$ cat src/rtl/instr_fetch.sv
// Instruction fetch stage: issues one instruction-memory read at a time from the
// current PC and queues returned words with their PC toward decode. A control-flow
// flush empties the queue and discards any response still in flight.
module instr_fetch #(
  parameter int unsigned DEPTH = 2,
  parameter logic [31:0] NOP   = 32'h0000_0013
) (
  input  logic        clk,
  input  logic        rst,
  // program counter stage
  input  logic [31:0] pc_addr,
  output logic        pc_stall,
  input  logic        flush,
  // instruction memory
  output logic        imem_req,
  output logic [31:0] imem_addr,
  input  logic        imem_ready,
  input  logic        imem_rvalid,
  input  logic [31:0] imem_rdata,
  // decode
  output logic        dec_valid,
  input  logic        dec_ready,
  output logic [31:0] dec_instr,
  output logic [31:0] dec_pc,
  output logic        dec_misaligned
);

  localparam int unsigned AW = (DEPTH > 1) ? $clog2(DEPTH) : 1;

  typedef logic [AW-1:0] ptr_t;
  typedef logic [AW:0]   cnt_t;
  typedef logic [AW+1:0] occ_t;

  // StWait: one request outstanding whose data is wanted.
  // StDrop: one request outstanding whose data must be thrown away.
  typedef enum logic [1:0] {
    StIdle,
    StWait,
    StDrop
  } state_e;

  state_e      state_q, state_d;
  logic [31:0] pend_pc_q;

  logic [31:0] fifo_instr_q [DEPTH];
  logic [31:0] fifo_pc_q    [DEPTH];
  logic        fifo_mis_q   [DEPTH];
  ptr_t        wptr_q, rptr_q;
  cnt_t        count_q;

  logic        aligned;
  logic        pop;
  logic        resp_push;
  logic        mis_push;
  logic        push;
  logic        space;
  logic        issue;
  logic        accept;
  occ_t        occ;
  logic [31:0] push_instr;
  logic [31:0] push_pc;
  logic        push_mis;

  assign aligned = (pc_addr[1:0] == 2'b00);
  assign pop     = dec_valid & dec_ready;

  // Response capture, free-space evaluation and request issue decisions.
  always_comb begin
    resp_push = 1'b0;
    mis_push  = 1'b0;
    issue     = 1'b0;
    // Occupancy after this cycle; a response landing now already holds its slot.
    occ   = occ_t'(count_q) + occ_t'(resp_push) - occ_t'(pop);
    space = 1'b0;
    if (!rst) begin
      resp_push = (state_q == StWait) && imem_rvalid && !flush;
      occ       = occ_t'(count_q) + occ_t'(resp_push) - occ_t'(pop);
      space     = (occ < occ_t'(DEPTH));
      if (!flush && space) begin
        if (aligned) begin
          issue = (state_q == StIdle) || ((state_q == StWait) && imem_rvalid);
        end else begin
          // A misaligned PC never reaches memory; it becomes a flagged NOP.
          mis_push = (state_q == StIdle);
        end
      end
    end
  end

  assign accept    = issue & imem_ready;
  assign push      = resp_push | mis_push;
  assign imem_req  = issue;
  assign imem_addr = pc_addr;
  assign pc_stall  = !(accept | mis_push);

  // Select the entry written into the queue this cycle.
  always_comb begin
    push_instr = imem_rdata;
    push_pc    = pend_pc_q;
    push_mis   = 1'b0;
    if (mis_push) begin
      push_instr = NOP;
      push_pc    = pc_addr;
      push_mis   = 1'b1;
    end
  end

  // Fetch FSM next-state logic; flush outranks everything except reset.
  always_comb begin
    state_d = state_q;
    unique case (state_q)
      StIdle: begin
        if (!flush && accept) begin
          state_d = StWait;
        end
      end
      StWait: begin
        if (flush) begin
          state_d = imem_rvalid ? StIdle : StDrop;
        end else if (imem_rvalid) begin
          state_d = accept ? StWait : StIdle;
        end
      end
      StDrop: begin
        // The discarded response retires the outstanding request.
        if (imem_rvalid) begin
          state_d = StIdle;
        end
      end
      default: state_d = StIdle;
    endcase
  end

  // FSM state and the PC of the request in flight.
  always_ff @(posedge clk) begin
    if (rst) begin
      state_q   <= StIdle;
      pend_pc_q <= '0;
    end else begin
      state_q <= state_d;
      if (accept) begin
        pend_pc_q <= pc_addr;
      end
    end
  end

  // Queue pointers and occupancy; flush empties the queue in one cycle.
  always_ff @(posedge clk) begin
    if (rst || flush) begin
      wptr_q  <= '0;
      rptr_q  <= '0;
      count_q <= '0;
    end else begin
      if (push) begin
        wptr_q <= wptr_q + ptr_t'(1);
      end
      if (pop) begin
        rptr_q <= rptr_q + ptr_t'(1);
      end
      count_q <= count_q + cnt_t'(push) - cnt_t'(pop);
    end
  end

  // Queue storage; contents are only observed while count is non-zero.
  always_ff @(posedge clk) begin
    if (!rst && !flush && push) begin
      fifo_instr_q[wptr_q] <= push_instr;
      fifo_pc_q[wptr_q]    <= push_pc;
      fifo_mis_q[wptr_q]   <= push_mis;
    end
  end

  assign dec_valid      = (count_q != '0);
  assign dec_instr      = dec_valid ? fifo_instr_q[rptr_q] : NOP;
  assign dec_pc         = dec_valid ? fifo_pc_q[rptr_q] : 32'h0;
  assign dec_misaligned = dec_valid & fifo_mis_q[rptr_q];

endmodule

$ cat config.mk
export PLATFORM = sky130hd
export DESIGN_NAME = instr_fetch
export DESIGN_NICKNAME = d
export VERILOG_FILES = /design/src/rtl/instr_fetch.sv
export SDC_FILE = /design/constraint.sdc
export NUM_CORES = 1
export LEC_CHECK = 0
export CAP_MARGIN = 20
export CORE_MARGIN = 4
export CORE_UTILIZATION = 45
export CTS_CLUSTER_SIZE = 20
export DETAILED_ROUTE_END_ITERATION = 8
export DONT_BUFFER_PORTS = 1
export HOLD_SLACK_MARGIN = 0.15
export PLACE_DENSITY = 0.71
export REMOVE_ABC_BUFFERS = 1
export SYNTH_ARGS = -nofsm -noshare
export SYNTH_HDL_FRONTEND = slang
export SYNTH_SLANG_ARGS = --single-unit
$ cat constraint.sdc
create_clock -name clk -period 11.8 [get_ports clk]
set_input_delay 1.18 -clock clk [delete_from_list [all_inputs] [get_ports clk]]
set_output_delay 1.18 -clock clk [all_outputs]
set_load 0.005 [all_outputs]
==> results.sh, run 1 <==
export IMPL_die_y_um=135.6
export IMPL_setup_ws_ps=7327
export IMPL_die_area_um2=18390
export IMPL_report_final_slew_viol_count=0
export IMPL_placementRows=46
export IMPL_avgSynthCellArea_um2=12.92
export IMPL_cp_slowest_cell="buf_4"
export IMPL_clkLatencyLatePin_ps=410
export IMPL_required_ps=11830
export IMPL_ir_worst_vdd_mv=0.08429
export IMPL_fp_dieW_um=135.6
export IMPL_fmax_mhz=223.6
export IMPL_powerDensity_nw_per_um2=166.4
export IMPL_wl_per_cell_um=18.04
export IMPL_grt_pass1_vias=4097
export IMPL_cp_common_cell="buf_4"
export IMPL_end_kind="flip-flop"
export IMPL_hold_path_class="flip-flop to flip-flop"
export IMPL_fillers=1384
export IMPL_yosysTopAreaCell="edfxtp_1"
export IMPL_initial_core_util_pct=45.97
export IMPL_cts_resized=0
export IMPL_antenna_found_initial=1
export IMPL_cts_sinks=169
export IMPL_portBuffers=0
export IMPL_drive_gt1_share_pct=14.02
export IMPL_period_needed_ps=4473
export IMPL_postCtsHoldBufs=0
export IMPL_grt_usage_pct=14.96
export IMPL_path_cells="nand2_1 -> or2_2 -> ha_1 -> nand2b_1 -> fa_1 -> nor3b_4 -> o2111ai_4 -> buf_4 -> o31a_1 -> nor2b_4 -> buf_4"
export IMPL_seq_area_frac_synth_pct=63.92
export IMPL_grt_start_max_net_pins=70
export IMPL_place_ws_ps=6915
export IMPL_relSlewSlack_pct=38.36
export IMPL_final_nets=602
export IMPL_cts_tree="yes"
export IMPL_yosysWarningCount=0
export IMPL_grt_ovfl_total=0
export IMPL_final_hold_viol_count=0
export IMPL_ff2ff_setup_slack_ps=7370
export IMPL_areaGrowthSynthToFinish_pct=7.410
export IMPL_pin_count=170
export IMPL_clkTransAtPathRegs_ps=60
export IMPL_cts_path_max_buffers=2
export IMPL_rsz0062_at_grt="no"
export IMPL_tns_ps=0
export IMPL_grt_pass1_wl_um=20960
export IMPL_core_um2=15940
export IMPL_start_kind="input pin"
export IMPL_synth_cell_type_count=34
export IMPL_gp_congestion=0.7741
export IMPL_syn_cell_area_um2=7328
export IMPL_hpwl_um=8394
export IMPL_cts_made_buffers=17
export IMPL_cts_setup_buffers=0
export IMPL_synth_cells=567
export IMPL_cpPeakStageDelay_ps=660
export IMPL_vias=3982
export IMPL_maxCapViolCount=0
export IMPL_finalCritPeriodShare_pct=37.91
export IMPL_dr_pass1_iters=5
export IMPL_finalSetupViolCount=0
export IMPL_via_per_inst=5.246
export IMPL_crit_fanout=69
export IMPL_worst_slew_pin_slew_ps=924.6
export IMPL_routed_wl_um=13690
export IMPL_detail_route_iter0_violations=179
export IMPL_synth_top_cells_by_area="edfxtp_1 53%, dfxtp_1 11%, mux2i_1 8.9%, mux2_2 3.8%, buf_4 3.6%"
export IMPL_antenna_left=0
export IMPL_skew_ps=5.577
export IMPL_outcome="finished clean"
export IMPL_drcViolationCount=0
export IMPL_leakage_nw=2.542
export IMPL_cts_root_buf="clkbuf_16"
export IMPL_crit_arrival_ps=4510
export IMPL_synth_top_area_share_pct=53.27
export IMPL_crit_type="input pin to flip-flop"
export IMPL_ys_ff_latch=169
export IMPL_htreeDepth=4
routing by layer:
| layer | up-vias | global-route usage, % | routed length [µm] |
|---|---|---|---|
| li1 | 1881 | - | - |
| met1 | 1941 | 17.30 | 5707 |
| met2 | 143 | 24.61 | 6684 |
| met3 | 17 | 6.575 | 1103 |
| met4 | 0 | 5.711 | 195 |
| met5 | - | 0 | 0 |
flip-flops by register name (all words and copies together), names as in the netlist, named ones only:
name	flops
fifo_mis_q	2
rptr_q	1
pend_pc_q	32
fifo_instr_q	64
fifo_pc_q	64
wptr_q	1
state_q	2
count_q	2
cells in the final DEF, fill, tap and decap left out, types with 17 or more instances in the layout:
cell,synthesis,final
a21oi_1,33,33
and2_1,30,30
clkbuf_16,0,17
dfxtp_1,39,38
edfxtp_1,130,130
mux2_2,25,25
mux2i_1,65,65
nand2_1,68,68
nor2_1,67,65
power by group:
| group | internal (mW) | switching [mW] |
|---|---|---|
| Clock | 0.355 | 0.214 |
| Combinational | 0.0259 | 0.0437 |
| Sequential | 0.665 | 0.00604 |
logic make-up after synthesis:
| logic type | Yosys count | synth area share, % |
|---|---|---|
| simple gates | 187 | 11.73 |
| flops | 169 | 63.92 |
| mux | 97 | 14.15 |
| buf+inv | 67 | 5.890 |
| compound gates | 40 | 3.108 |
| xor+xnor | 4 | 0.5806 |
| fa+ha+maj | 3 | 0.6146 |
per-stage QoR:
stage / hold slack (ps) / power, mW / cells / area (µm²) / util, %
2_1_floorplan: 426.8 / 0.7374 / 503 / 6908 / -
3_3_place_gp: 432.2 / 0.7510 / 726 / 7257 / 45.52
3_5_place_dp: 436.6 / 0.7550 / 726 / 7257 / 45.52
4_1_cts: 444.8 / 1.326 / 758 / 7869 / 49.36
5_1_grt: 457.5 / 1.363 / 759 / 7871 / 49.37
6_report: 443.3 / 1.310 / 759 / 7871 / 49.37
layout make-up:
cell class	instances	area (µm²)	area share, %
timing repair buffer	7	52.55	0.6676
clock buffer	21	440.4	5.595
clock inverter	11	171.4	2.178
inverter	3	11.26	0.1431
sequential	169	4688	59.56
tap	216	270.3	3.433
multi-input combinational	331	2235	28.39
antenna	1	2.502	0.03179
path summary, 6_finish.rpt:
| check | startpoint | cells past startpoint | endpoint |
|---|---|---|---|
| setup / recovery | imem_rvalid | 11 | fifo_instr_q[1][16] |
| hold reg to reg | pend_pc_q[9] | 2 | pend_pc_q[9] |
| hold / removal | pend_pc_q[9] | 2 | pend_pc_q[9] |
| setup reg to reg | state_q[0] | 12 | fifo_instr_q[1][16] |
synthesized netlist by cell type (all sizes together):
cell and instances:
xnor2 2, nor2 67, nor3b 3, fa 1, o31a 1, nor4b 1, and4 1, and3 1
inv 3, nand2b 5, buf 49, a21oi 33, ha 2, nand2 68, nand4 2, nor3 4
mux2i 65, edfxtp 130, o21ai 4, o2111ai 1, or2 1, mux2 32, a21o 1, clkbuf 15
xor2 2, dfxtp 39, nor2b 3, nor4 1, and2 30
critical path, delay by kind of cell:
kind	cells	cell delay (ps)
AND/OR/NAND/NOR	5	930
AO/OA/AOI/OAI	2	460
adder cells (fa/ha/maj)	2	770
buffers and inverters	2	1060
Power figures use the tool's default switching activity.
==> inputs of run 2 (changes only) <==
Clock period 11.8 ns to 4.3 ns, I/O delays scaled along.
==> results.sh, run 2 (synthesis gave the netlist of run 1 again) <==
export IMPL_maxCapViolCount=0
export IMPL_htreeDepth=4
export IMPL_end_kind="flip-flop"
export IMPL_wl_per_cell_um=17.96
export IMPL_portBuffers=0
export IMPL_rsz0062_at_grt="no"
export IMPL_vias=4099
export IMPL_placementRows=46
export IMPL_ir_worst_vdd_mv=0.2399
export IMPL_core_um2=15940
export IMPL_final_hold_viol_count=0
export IMPL_cpPeakStageDelay_ps=500
export IMPL_dp_cells=728
export IMPL_fin_hold_ws_ps=218.4
export IMPL_grt_start_max_net_pins=69
export IMPL_start_kind="flip-flop"
export IMPL_pin_count=170
export IMPL_final_common_cell="edfxtp_1"
export IMPL_final_nets=638
export IMPL_grt_ovfl_total=0
export IMPL_drive_gt1_share_pct=14.01
export IMPL_report_final_slew_viol_count=0
export IMPL_cts_root_buf="clkbuf_16"
export IMPL_use_met1_pct=18.69
export IMPL_period_needed_ps=3694
export IMPL_cts_made_buffers=17
export IMPL_top_usage_layer="met2"
export IMPL_fp_dieW_um=135.6
export IMPL_cp_slowest_cell="fa_1"
export IMPL_use_met2_pct=27.41
export IMPL_detail_route_iter0_violations=223
export IMPL_routed_wl_um=14280
export IMPL_powerDensity_nw_per_um2=431.7
export IMPL_skew_ps=10.52
export IMPL_switchingPower_uw=762.6
export IMPL_clkTransAtPathRegs_ps=60
export IMPL_hpwl_um=8477
export IMPL_postCtsHoldBufs=34
export IMPL_areaGrowthSynthToFinish_pct=11.90
export IMPL_reg_top3="fifo_instr_q: 64 flops, fifo_pc_q: 64 flops, pend_pc_q: 32 flops"
export IMPL_finalSetupViolCount=0
export IMPL_antenna_found_initial=0
export IMPL_crit_family="simple AND/OR/NAND/NOR gates"
export IMPL_fin_util_pct=51.44
export IMPL_power_share_combinational_pct=6.3
export IMPL_switching_share_pct=21.54
export IMPL_dr_pass1_iters=7
export IMPL_tns_ps=0
export IMPL_initial_core_util_pct=45.97
export IMPL_cts_setup_buffers=0
export IMPL_grt_pass1_wl_um=22120
export IMPL_relSlewSlack_pct=39.47
export IMPL_p_int_mw=2.777
export IMPL_required_ps=4350
export IMPL_finalCritPeriodShare_pct=85.91
export IMPL_die_area_um2=18390
export IMPL_cts_tree="yes"
export IMPL_die_y_um=135.6
export IMPL_final_cell_mix="130 x edfxtp_1, 68 x nand2_1, 65 x nor2_1, 65 x mux2i_1, 38 x dfxtp_1"
export IMPL_leakage_nw=2.683
export IMPL_crit_arrival_ps=3740
export IMPL_grt_pass1_vias=4232
export IMPL_gp_congestion=0.6803
export IMPL_clkLatencyLatePin_ps=420
export IMPL_crit_fanout=44
export IMPL_drcViolationCount=0
export IMPL_path_cells="nor2b_1 -> nand2_1 -> or2_2 -> ha_1 -> nand2b_1 -> fa_1 -> nor3b_4 -> o2111ai_4 -> o31a_1 -> nor2b_4 -> buf_4"
export IMPL_via_per_inst=5.156
export IMPL_path_buf_inv=1
export IMPL_outcome="finished clean"
export IMPL_hold_path_class="input pin to flip-flop"
export IMPL_cts_sinks=169
export IMPL_cts_resized=0
export IMPL_antenna_left=0
export IMPL_sequentialPowerShare_pct=52.1
export IMPL_fin_cells=795
export IMPL_fmax_mhz=270.7
export IMPL_worst_slew_pin_slew_ps=908.0
export IMPL_cts_path_max_buffers=2
export IMPL_grt_usage_pct=15.85
export IMPL_crit_type="flip-flop to flip-flop"
export IMPL_grtUsageMet3_pct=5.163
export IMPL_clkPwrFrac_pct=41.6
[run 2: cell count changes in the layout (fill, tap and decap cells not counted)]
cell,delta
clkinv_2,+1
buf_12,+1
inv_8,+1
dlygate4sd3_1,+33
clkinv_1,+1
bufinv_16,-2
clkbuf_1,-3
clkinv_4,-2
clkinvlp_4,+2
buf_4,+2
inv_6,+2
[run 2: final cells by class]
type,instances,area (µm²)
well taps,216,270.3
inverters,3,11.26
clock inverters,14,146.4
flip-flops and latches,169,4688
diodes,1,2.502
fillers,1370,7742
repair buffers,43,417.9
multi-input cells,331,2235
clock buffers,18,429.2
[run 2: path summary, 6_finish.rpt]
path,endpoint,cells after the start,slack (ps),startpoint
worst max-delay path,fifo_pc_q[1][31],11,610,state_q[0]
worst min-delay path,state_q[1],2,220,flush
worst max register to register,fifo_pc_q[1][31],11,610,state_q[0]
worst min register to register,pend_pc_q[9],2,450,pend_pc_q[9]
[run 2: worst reg2reg max path: cells and delay by family, from the launching register on]
| family | cells | cell delay, ps |
|---|---|---|
| flops | 1 | 360 |
| simple gates | 6 | 1300 |
| buf+inv | 1 | 480 |
| fa+ha+maj | 2 | 760 |
| compound gates | 2 | 390 |
[run 2: metrics by stage]
stage / power [mW] / setup slack (ps) / area (µm²)
after floorplan: 2.024 / -2180 / 6908
after detailed placement: 2.072 / 647.8 / 7272
after CTS: 3.579 / 620.7 / 8198
final: 3.540 / 605.9 / 8200
after global routing: 3.675 / 407.7 / 8198
after global placement: 2.063 / 745.1 / 7272
[run 2: power groups by stage]
| stage | Clock [mW] | Sequential [mW] | Combinational [mW] |
|---|---|---|---|
| after CTS | 1.51 | 1.84 | 0.228 |
| after detailed placement | 0 | 1.88 | 0.193 |
| after global placement | 0 | 1.88 | 0.187 |
| final | 1.47 | 1.84 | 0.224 |
| after floorplan | 0 | 1.88 | 0.144 |
| after global routing | 1.58 | 1.85 | 0.248 |
[run 2: routing by layer]
metal,vias to the layer above,wire length (µm)
li1,1957,-
met1,1982,5887
met2,144,7019
met3,16,1175
met4,0,195
met5,-,0
==> inputs of run 3 (changes only) <==
Clock period 4.3 ns to 3.5 ns, I/O delays scaled along.
==> results.sh, run 3 (synthesis gave the netlist of run 1 again) <==
export IMPL_outcome="finished clean"
export IMPL_r2r_start="state_q[1]"
export IMPL_final_common_cell="edfxtp_1"
export IMPL_min_to="fifo_instr_q[0][7]"
export IMPL_required_ps=3600
export IMPL_hp_start="imem_rdata[7]"
export IMPL_path_buf_inv=2
export IMPL_maxCapViolCount=0
export IMPL_htreeDepth=4
export IMPL_ff2ff_setup_slack_ps=180
export IMPL_fmax_mhz=301.0
export IMPL_switching_share_pct=22.06
export IMPL_wl_met3_um=1074
export IMPL_relSlewSlack_pct=59.39
export IMPL_r2r_cells=12
export IMPL_tns_ps=0
export IMPL_grt_usage_pct=16.04
export IMPL_via_per_inst=5.165
export IMPL_cts_path_max_buffers=2
export IMPL_worst_slew_pin_slew_ps=607.8
export IMPL_dr_pass1_iters=4
export IMPL_cp_slowest_cell="fa_1"
export IMPL_skew_ps=7.482
export IMPL_fin_util_pct=53.61
export IMPL_portBuffers=0
export IMPL_clkPwrFrac_pct=41.7
export IMPL_min_path_cells=1
export IMPL_cts_sinks=169
export IMPL_power_share_combinational_pct=7.2
export IMPL_dr_wl_met2_um=7513
export IMPL_die_y_um=135.6
export IMPL_top_layer="met4"
export IMPL_period_needed_ps=3322
export IMPL_cts_made_buffers=17
export IMPL_areaGrowthSynthToFinish_pct=16.63
export IMPL_powerDensity_nw_per_um2=517.8
export IMPL_crit_arrival_ps=3420
export IMPL_grt_pass1_vias=4429
export IMPL_routed_wl_um=14610
export IMPL_finalCritPeriodShare_pct=94.93
export IMPL_ir_worst_vdd_mv=0.3237
export IMPL_drcViolationCount=0
export IMPL_wl_met1_um=5878
export IMPL_placementRows=46
export IMPL_final_cell_mix="130 x edfxtp_1, 68 x nand2_1, 65 x nor2_1, 65 x mux2i_1, 50 x dlygate4sd3_1"
export IMPL_gp_congestion=0.7567
export IMPL_antenna_found_initial=0
export IMPL_die_area_um2=18390
export IMPL_fin_hold_ws_ps=174.8
export IMPL_grt_ovfl_total=0
export IMPL_leakage_nw=2.824
export IMPL_crit_fanout=37
export IMPL_switchingPower_uw=976.3
export IMPL_hold_path_class="input pin to flip-flop"
export IMPL_core_um2=15940
export IMPL_final_nets=662
export IMPL_diodes=0
export IMPL_antenna_left=0
export IMPL_grt_pass1_wl_um=22540
export IMPL_hpwl_um=8848
export IMPL_drive_gt1_share_pct=15.61
export IMPL_fin_cells=818
export IMPL_fp_dieW_um=135.6
export IMPL_fillers=1331
export IMPL_cts_tree="yes"
export IMPL_crit_type="flip-flop to flip-flop"
export IMPL_sequentialPowerShare_pct=51.1
export IMPL_clkLatencyLatePin_ps=410
export IMPL_vias=4225
export IMPL_finalPower_mw=4.425
export IMPL_path_cells="nor2b_2 -> nand2_1 -> or2_2 -> ha_1 -> nand2b_1 -> fa_1 -> nor3b_4 -> o2111ai_4 -> o31a_1 -> buf_4 -> nor2b_4 -> buf_12"
export IMPL_end_kind="flip-flop"
export IMPL_r2r_end="fifo_instr_q[1][13]"
export IMPL_crit_family="simple AND/OR/NAND/NOR gates"
export IMPL_wl_per_cell_um=17.86
export IMPL_p_int_mw=3.449
export IMPL_cpPeakStageDelay_ps=500
export IMPL_finalSetupViolCount=0
export IMPL_report_final_slew_viol_count=0
export IMPL_grt_start_max_net_pins=69
export IMPL_dp_cells=733
export IMPL_clkTransAtPathRegs_ps=70
export IMPL_pin_count=170
export IMPL_start_kind="flip-flop"
export IMPL_reg_top3="fifo_instr_q: 64 flops, fifo_pc_q: 64 flops, pend_pc_q: 32 flops"
export IMPL_cts_root_buf="clkbuf_16"
export IMPL_final_hold_viol_count=0
export IMPL_initial_core_util_pct=45.97
export IMPL_detail_route_iter0_violations=238
run 3: cell types whose count changed in the layout (fill, tap and decap cells not counted), sizes merged:
cell	change
diode	-1
buf	+7
clkbuf	-1
clkinv	+1
dlygate4sd3	+17
run 3: area by class of cell:
class                   instances  area [µm²]  share of cell area (%)
clock buffers                  17       425.4                   4.977
clock inverters                15       167.7                   1.962
well taps                     216       270.3                   3.162
inverters                       3       11.26                  0.1318
flip-flops and latches        169        4690                   54.87
multi-input cells             331        2255                   26.38
repair buffers                 67       728.2                   8.520
run 3: power groups by stage:
stage                     clock, mW  combinational, mW  sequential [mW]
after floorplan                   0              0.177             2.31
after global placement            0              0.247             2.30
after detailed placement          0              0.259             2.31
after CTS                      1.89              0.320             2.26
after global routing           1.97              0.350             2.27
final                          1.84              0.319             2.26
run 3: what timing repair did:
action / 4_1_cts / 5_1_grt
pin swaps: 0 / 1
setup endpoints to repair: 1 / 91
hold endpoints to repair: 97 / 0
resized for setup: 0 / 6
buffers inserted: 1 / 1
hold buffers: 51 / 0
run 3: how the worst max path moves through the flow:
stage	from	to	slack (ps)	cells after the start
final	state_q[1]	fifo_instr_q[1][13]	180	12
after global routing	state_q[1]	count_q[1]	-30	14
after CTS	state_q[0]	count_q[1]	60	14
after detailed placement	state_q[0]	count_q[1]	6	14
after global placement	state_q[0]	count_q[1]	160	14
after floorplan	state_q[0]	fifo_instr_q[1][0]	-2980	10
run 3: routing by layer:
metal / up-vias / track usage (%)
met5: - / 0
met4: 0 / 4.255
met3: 14 / 5.609
met2: 124 / 29.04
met1: 2091 / 17.96
li1: 1996 / -
run 3: stage by stage:
| stage | setup WS, ps | cell area [µm²] |
|---|---|---|
| 6_report | 177.6 | 8547 |
| 3_5_place_dp | 5.719 | 7397 |
| 4_1_cts | 57.53 | 8518 |
| 5_1_grt | -33.99 | 8547 |
| 2_1_floorplan | -2980 | 6908 |
| 3_3_place_gp | 163.8 | 7397 |
run 3: worst register-to-register path: stages (launching register included):
cell and delay [ps]:
dfxtp_1 360, nor2b_2 140, nand2_1 100, or2_2 280
ha_1 260, nand2b_1 160, fa_1 500, nor3b_4 280
o2111ai_4 160, o31a_1 180, buf_4 180, nor2b_4 170
buf_12 240
